===== config.mk =====
export PLATFORM = sky130hd
export DESIGN_NAME = column_bypass_divider
export DESIGN_NICKNAME = d
export VERILOG_FILES = /design/src/rtl/column_bypass_divider.sv
export SDC_FILE = /design/constraint.sdc
export NUM_CORES = 1
export LEC_CHECK = 0
export BUFFER_PORTS_ARGS = -buffer_cell sky130_fd_sc_hd__buf_2
export CORE_UTILIZATION = 29
export DETAILED_ROUTE_END_ITERATION = 12
export SLEW_MARGIN = 10
export SYNTH_ARGS = -nofsm -noshare
export SYNTH_HDL_FRONTEND = slang
export SYNTH_SLANG_ARGS = --single-unit

===== constraint.sdc =====
create_clock -name clk_i -period 14.2 [get_ports clk_i]
set_clock_uncertainty 0.15 [all_clocks]
set_input_delay 0.71 -clock clk_i [delete_from_list [all_inputs] [get_ports clk_i]]
set_output_delay 0.71 -clock clk_i [all_outputs]
set_load 0.01 [all_outputs]

===== src/rtl/column_bypass_divider.sv =====
// column_bypass_divider: sequential 32-bit unsigned divider.
// A leading-one detect on the dividend means that only its significant bits are iterated.
// Zero dividend, zero divisor and dividend < divisor complete without iterating.
// Ports:
//   clk_i, rst_i         clock (rising edge), asynchronous active-high reset
//   start_i              request, sampled only in IDLE
//   op_a_i / op_b_i      dividend / divisor
//   rem_sel_i            0 = quotient, 1 = remainder (captured with start)
//   rd_idx_i             destination register index (captured with start)
//   busy_o               high while iterating
//   done_o               one-cycle completion pulse
//   result_o             quotient or remainder, held until the next completion
//   result_rd_idx_o      rd index of the completed op, held until the next completion
module column_bypass_divider (
    input  logic        clk_i,
    input  logic        rst_i,
    input  logic        start_i,
    input  logic [31:0] op_a_i,
    input  logic [31:0] op_b_i,
    input  logic        rem_sel_i,
    input  logic [4:0]  rd_idx_i,
    output logic        busy_o,
    output logic        done_o,
    output logic [31:0] result_o,
    output logic [4:0]  result_rd_idx_o
);

    localparam int unsigned W  = 32;
    localparam int unsigned KW = 5;

    typedef enum logic [1:0] {
        S_IDLE = 2'd0,
        S_RUN  = 2'd1,
        S_DONE = 2'd2
    } state_e;

    state_e          state_q;
    logic [W-1:0]    a_q;
    logic [W-1:0]    b_q;
    logic [W-1:0]    quo_q;
    logic [W-1:0]    rem_q;
    logic            rem_sel_q;
    logic [4:0]      rd_q;
    logic [KW-1:0]   k_q;

    logic [KW-1:0]   lod_idx_d;
    logic [W:0]      rem_shift_d;
    logic            rem_ge_d;
    logic [W-1:0]    rem_d;

    // Leading-one detect on the incoming dividend; the highest set bit wins.
    always_comb begin
        lod_idx_d = '0;
        for (int i = 0; i < W; i++) begin
            if (op_a_i[i]) begin
                lod_idx_d = KW'(i);
            end
        end
    end

    // One restoring-division step. The 33-bit shift keeps the carry-out of the
    // partial remainder visible to the compare.
    always_comb begin
        rem_shift_d = {rem_q, a_q[k_q]};
        rem_ge_d    = (rem_shift_d >= {1'b0, b_q});
        rem_d       = rem_ge_d ? W'(rem_shift_d - {1'b0, b_q}) : W'(rem_shift_d);
    end

    // Control FSM with registered outputs.
    always_ff @(posedge clk_i or posedge rst_i) begin
        if (rst_i) begin
            state_q         <= S_IDLE;
            a_q             <= '0;
            b_q             <= '0;
            quo_q           <= '0;
            rem_q           <= '0;
            rem_sel_q       <= 1'b0;
            rd_q            <= '0;
            k_q             <= '0;
            busy_o          <= 1'b0;
            done_o          <= 1'b0;
            result_o        <= '0;
            result_rd_idx_o <= '0;
        end else begin
            done_o <= 1'b0;
            case (state_q)
                S_IDLE: begin
                    busy_o <= 1'b0;
                    if (start_i) begin
                        a_q       <= op_a_i;
                        b_q       <= op_b_i;
                        rem_sel_q <= rem_sel_i;
                        rd_q      <= rd_idx_i;
                        quo_q     <= '0;
                        rem_q     <= '0;
                        k_q       <= '0;
                        if (op_b_i == '0) begin
                            quo_q   <= '1;
                            rem_q   <= op_a_i;
                            state_q <= S_DONE;
                        end else if (op_a_i == '0) begin
                            state_q <= S_DONE;
                        end else if (op_a_i < op_b_i) begin
                            rem_q   <= op_a_i;
                            state_q <= S_DONE;
                        end else begin
                            k_q     <= lod_idx_d;
                            busy_o  <= 1'b1;
                            state_q <= S_RUN;
                        end
                    end
                end
                S_RUN: begin
                    quo_q[k_q] <= rem_ge_d;
                    rem_q      <= rem_d;
                    if (k_q == '0) begin
                        busy_o  <= 1'b0;
                        state_q <= S_DONE;
                    end else begin
                        k_q <= k_q - KW'(1);
                    end
                end
                S_DONE: begin
                    result_o        <= rem_sel_q ? rem_q : quo_q;
                    result_rd_idx_o <= rd_q;
                    done_o          <= 1'b1;
                    state_q         <= S_IDLE;
                end
                default: begin
                    busy_o  <= 1'b0;
                    state_q <= S_IDLE;
                end
            endcase
        end
    end

endmodule


==> impl_metrics.env <==
export IMPL_r2r_start="k_q[0]"
export IMPL_route_detailed_drc=0
export IMPL_final_common_cell="nand2_1"
export IMPL_n_antenna_cell=0
export IMPL_timing_final_crit_share=0.4343
export IMPL_syn_area_per_cell_um2=8.855
export IMPL_cpMaxStageDelayCell="nor4_2"
export IMPL_yosys_cell_types_count=67
export IMPL_crit_type="reg2reg"
export IMPL_slew_violations=0
export IMPL_nets=1455
export IMPL_initial_core_util=0.2976
export IMPL_grt_antenna_before_repair=0
export IMPL_cp_slowest_stage_delay_ns=0.91
export IMPL_setup_tns_ns=0
export IMPL_ctsResizeCount=0
export IMPL_floorplan_die_area_um2=38710
export IMPL_status="complete, no violations"
export IMPL_root_buffer="clkbuf_16"
export IMPL_max_cap_violations=0
export IMPL_hpwl_mm=26.90
export IMPL_final_cell_mix="nand2_1, dfrtp_1, buf_2, o21ai_0, a21oi_1"
export IMPL_power_density_nw_per_um2=276.9
export IMPL_place_gp_congestion=0.9391
export IMPL_clk_path_buf_depth=2
export IMPL_ys_seq_area_frac=0.4096
export IMPL_crit_path_end="rem_q[4]"
export IMPL_clk_latency_ns=0.45
export IMPL_syn_inst=1242
export IMPL_grt_use_total=0.1879
export IMPL_netlist_area_um2=11000
export IMPL_io_pin_count=112
export IMPL_ant_nets=0
export IMPL_cts_tree="yes"
export IMPL_routedWlPerCell_um=19.66
export IMPL_numClockSinks=180
export IMPL_grt_pass1_wl_mm=55.17
export IMPL_slew_headroom=0.1809
export IMPL_cts_buffers_inserted=17
export IMPL_async_flop_share=1.000
export IMPL_syn_to_final_growth_pct=14.82
export IMPL_core_rowCount=70
export IMPL_irDropWorstVdd_v=0.0001058
export IMPL_setup_worst_path_start_class="flip-flop"
export IMPL_yosys_warnings=0
export IMPL_grt_max_degree=72
export IMPL_path_clk_slew_ns=0.08
export IMPL_synth_seq_cells=180
export IMPL_hold_path_class="in2async"
export IMPL_drtIter0Drc=1088
export IMPL_finalWirelength_mm=35.99
export IMPL_syn_nets=1383
export IMPL_min_period_ns=6.167
export IMPL_rrSetupSlack_ns=8.03
export IMPL_io_buffers=111
export IMPL_h_tree_depth=4
export IMPL_die_width_um=196.7
export IMPL_cp_required_ns=14.36
export IMPL_cp_arrival_ns=6.32
export IMPL_tightest_slew_ns=1.218
export IMPL_p_leak_nw=5.824
export IMPL_routed_via_density=5.440
export IMPL_setup_worst_path_start="k_q[0]"
export IMPL_worstSetupEndpointType="flip-flop"
export IMPL_grt_pass1_vias=9213
export IMPL_synth_ff_type="dfrtp_1"
export IMPL_hold_slack_ns=0.1818
export IMPL_reg2reg_depth=15
export IMPL_synth_edff_count=0
export IMPL_die_h_um=196.7
export IMPL_post_cts_buffers=0
export IMPL_cp_cell_sequence="mux4_2, nor2b_1, a21oi_1, nand2_1, a2111oi_0, ha_1, nand4_1, or3_1, nor4_1, nor4_2, inv_1, nor2_2, buf_4, mux2i_1, o21ai_0"
export IMPL_reg2reg_to="rem_q[4]"
export IMPL_cts_hold_buffers_added=0
export IMPL_overflow=0
export IMPL_rsz0062_at_grt="no"
export IMPL_dr_pass1_iters=5
export IMPL_vias=9960
export IMPL_final_setup_viol_count=0
export IMPL_drive_gt1_frac=0.1454
export IMPL_core_area_um2=36960
export IMPL_fmax_ghz=0.1622
export IMPL_crit_fanout=18
export IMPL_hold_viol=0
[registers in the layout, summed over array words and instances (netlist names)]
| name | flops |
|---|---|
| a_q | 32 |
| b_q | 32 |
| quo_q | 32 |
| rem_q | 32 |
| result_o | 32 |
| k_q | 5 |
| rd_q | 5 |
| result_rd_idx_o | 5 |
| state_q | 2 |
| busy_o | 1 |
| done_o | 1 |
| rem_sel_q | 1 |
[through the flow]
step	util	power [mW]	cells	area [µm²]	setup WS, ns
final	0.3417	3.497	1831	12630	8.033
after detailed placement	0.3249	2.964	1799	12010	7.984
after global placement	0.3249	2.939	1799	12010	8.257
after CTS	0.3417	3.481	1831	12630	7.965
after global routing	0.3417	3.769	1831	12630	7.516
after floorplan	-	2.413	1242	11000	8.453
[cell usage after synthesis (29+ instances only)]
| library cell | count | area, µm² |
|---|---|---|
| clkbuf_1 | 53 | 198.9 |
| o31ai_1 | 29 | 217.7 |
| o21ai_0 | 97 | 485.5 |
| nand3_1 | 33 | 165.2 |
| a21oi_1 | 96 | 480.5 |
| a21o_1 | 29 | 217.7 |
| dfrtp_1 | 180 | 4504 |
| mux2i_1 | 46 | 460.4 |
| nand2_1 | 189 | 709.4 |
| nor2_1 | 67 | 251.5 |
| ha_1 | 67 | 838.3 |
| inv_1 | 83 | 311.6 |
[final cells by class]
class | instances | area [µm²]
Tap cell | 504 | 630.6
Multi-Input combinational cell | 909 | 5916
Timing Repair Buffer | 122 | 638.1
Clock buffer | 19 | 452.9
Fill cell | 3940 | 24330
Inverter | 84 | 320.3
Sequential cell | 180 | 4506
Clock inverter | 13 | 165.2
[worst min-delay path by stage]
stage | from | end | cells after the start
2_1_floorplan | rd_q[0] | result_rd_idx_o[0] | 2
3_3_place_gp | rd_q[4] | result_rd_idx_o[4] | 2
3_5_place_dp | rd_q[3] | result_rd_idx_o[3] | 2
4_1_cts | rst_i | rd_q[2] | 2
5_1_grt | rst_i | result_rd_idx_o[2] | 2
6_report | rst_i | result_rd_idx_o[2] | 2
[cell families (layout without fill, tap and decap cells)]
kind of cell	count (synthesis)	after routing	synth area share
AOI/OAI and AO/OA	384	384	0.2231
and+or+nand+nor	375	375	0.1537
DFF	180	180	0.4096
buffers and inverters	153	238	0.05461
adders and majority gates	68	68	0.07804
muxes	56	56	0.06030
xor gates and xnor gates	26	26	0.02071
[layer usage]
metal / global-route usage / part of all wire
met5: 0 / 0
met1: 0.2735 / 0.46
met3: 0.03439 / 0.076
met2: 0.2769 / 0.44
met4: 0.06517 / 0.026
[critical path, delay by kind of cell, from the launching register on]
kind	cells	cell delay [ns]
compound gates	3	0.97
fa+ha+maj	1	0.39
buf+inv	2	0.78
flops	1	0.77
mux	2	0.80
simple gates	7	2.12
[report_power, final]
group          leakage (nW)  internal (mW)  total, mW  switching [mW]
clock                 0.299          0.276      0.505           0.230
sequential             2.18          0.774       1.02           0.243
combinational          3.35          0.789       1.97            1.18
(Power assumes the default switching activity.)
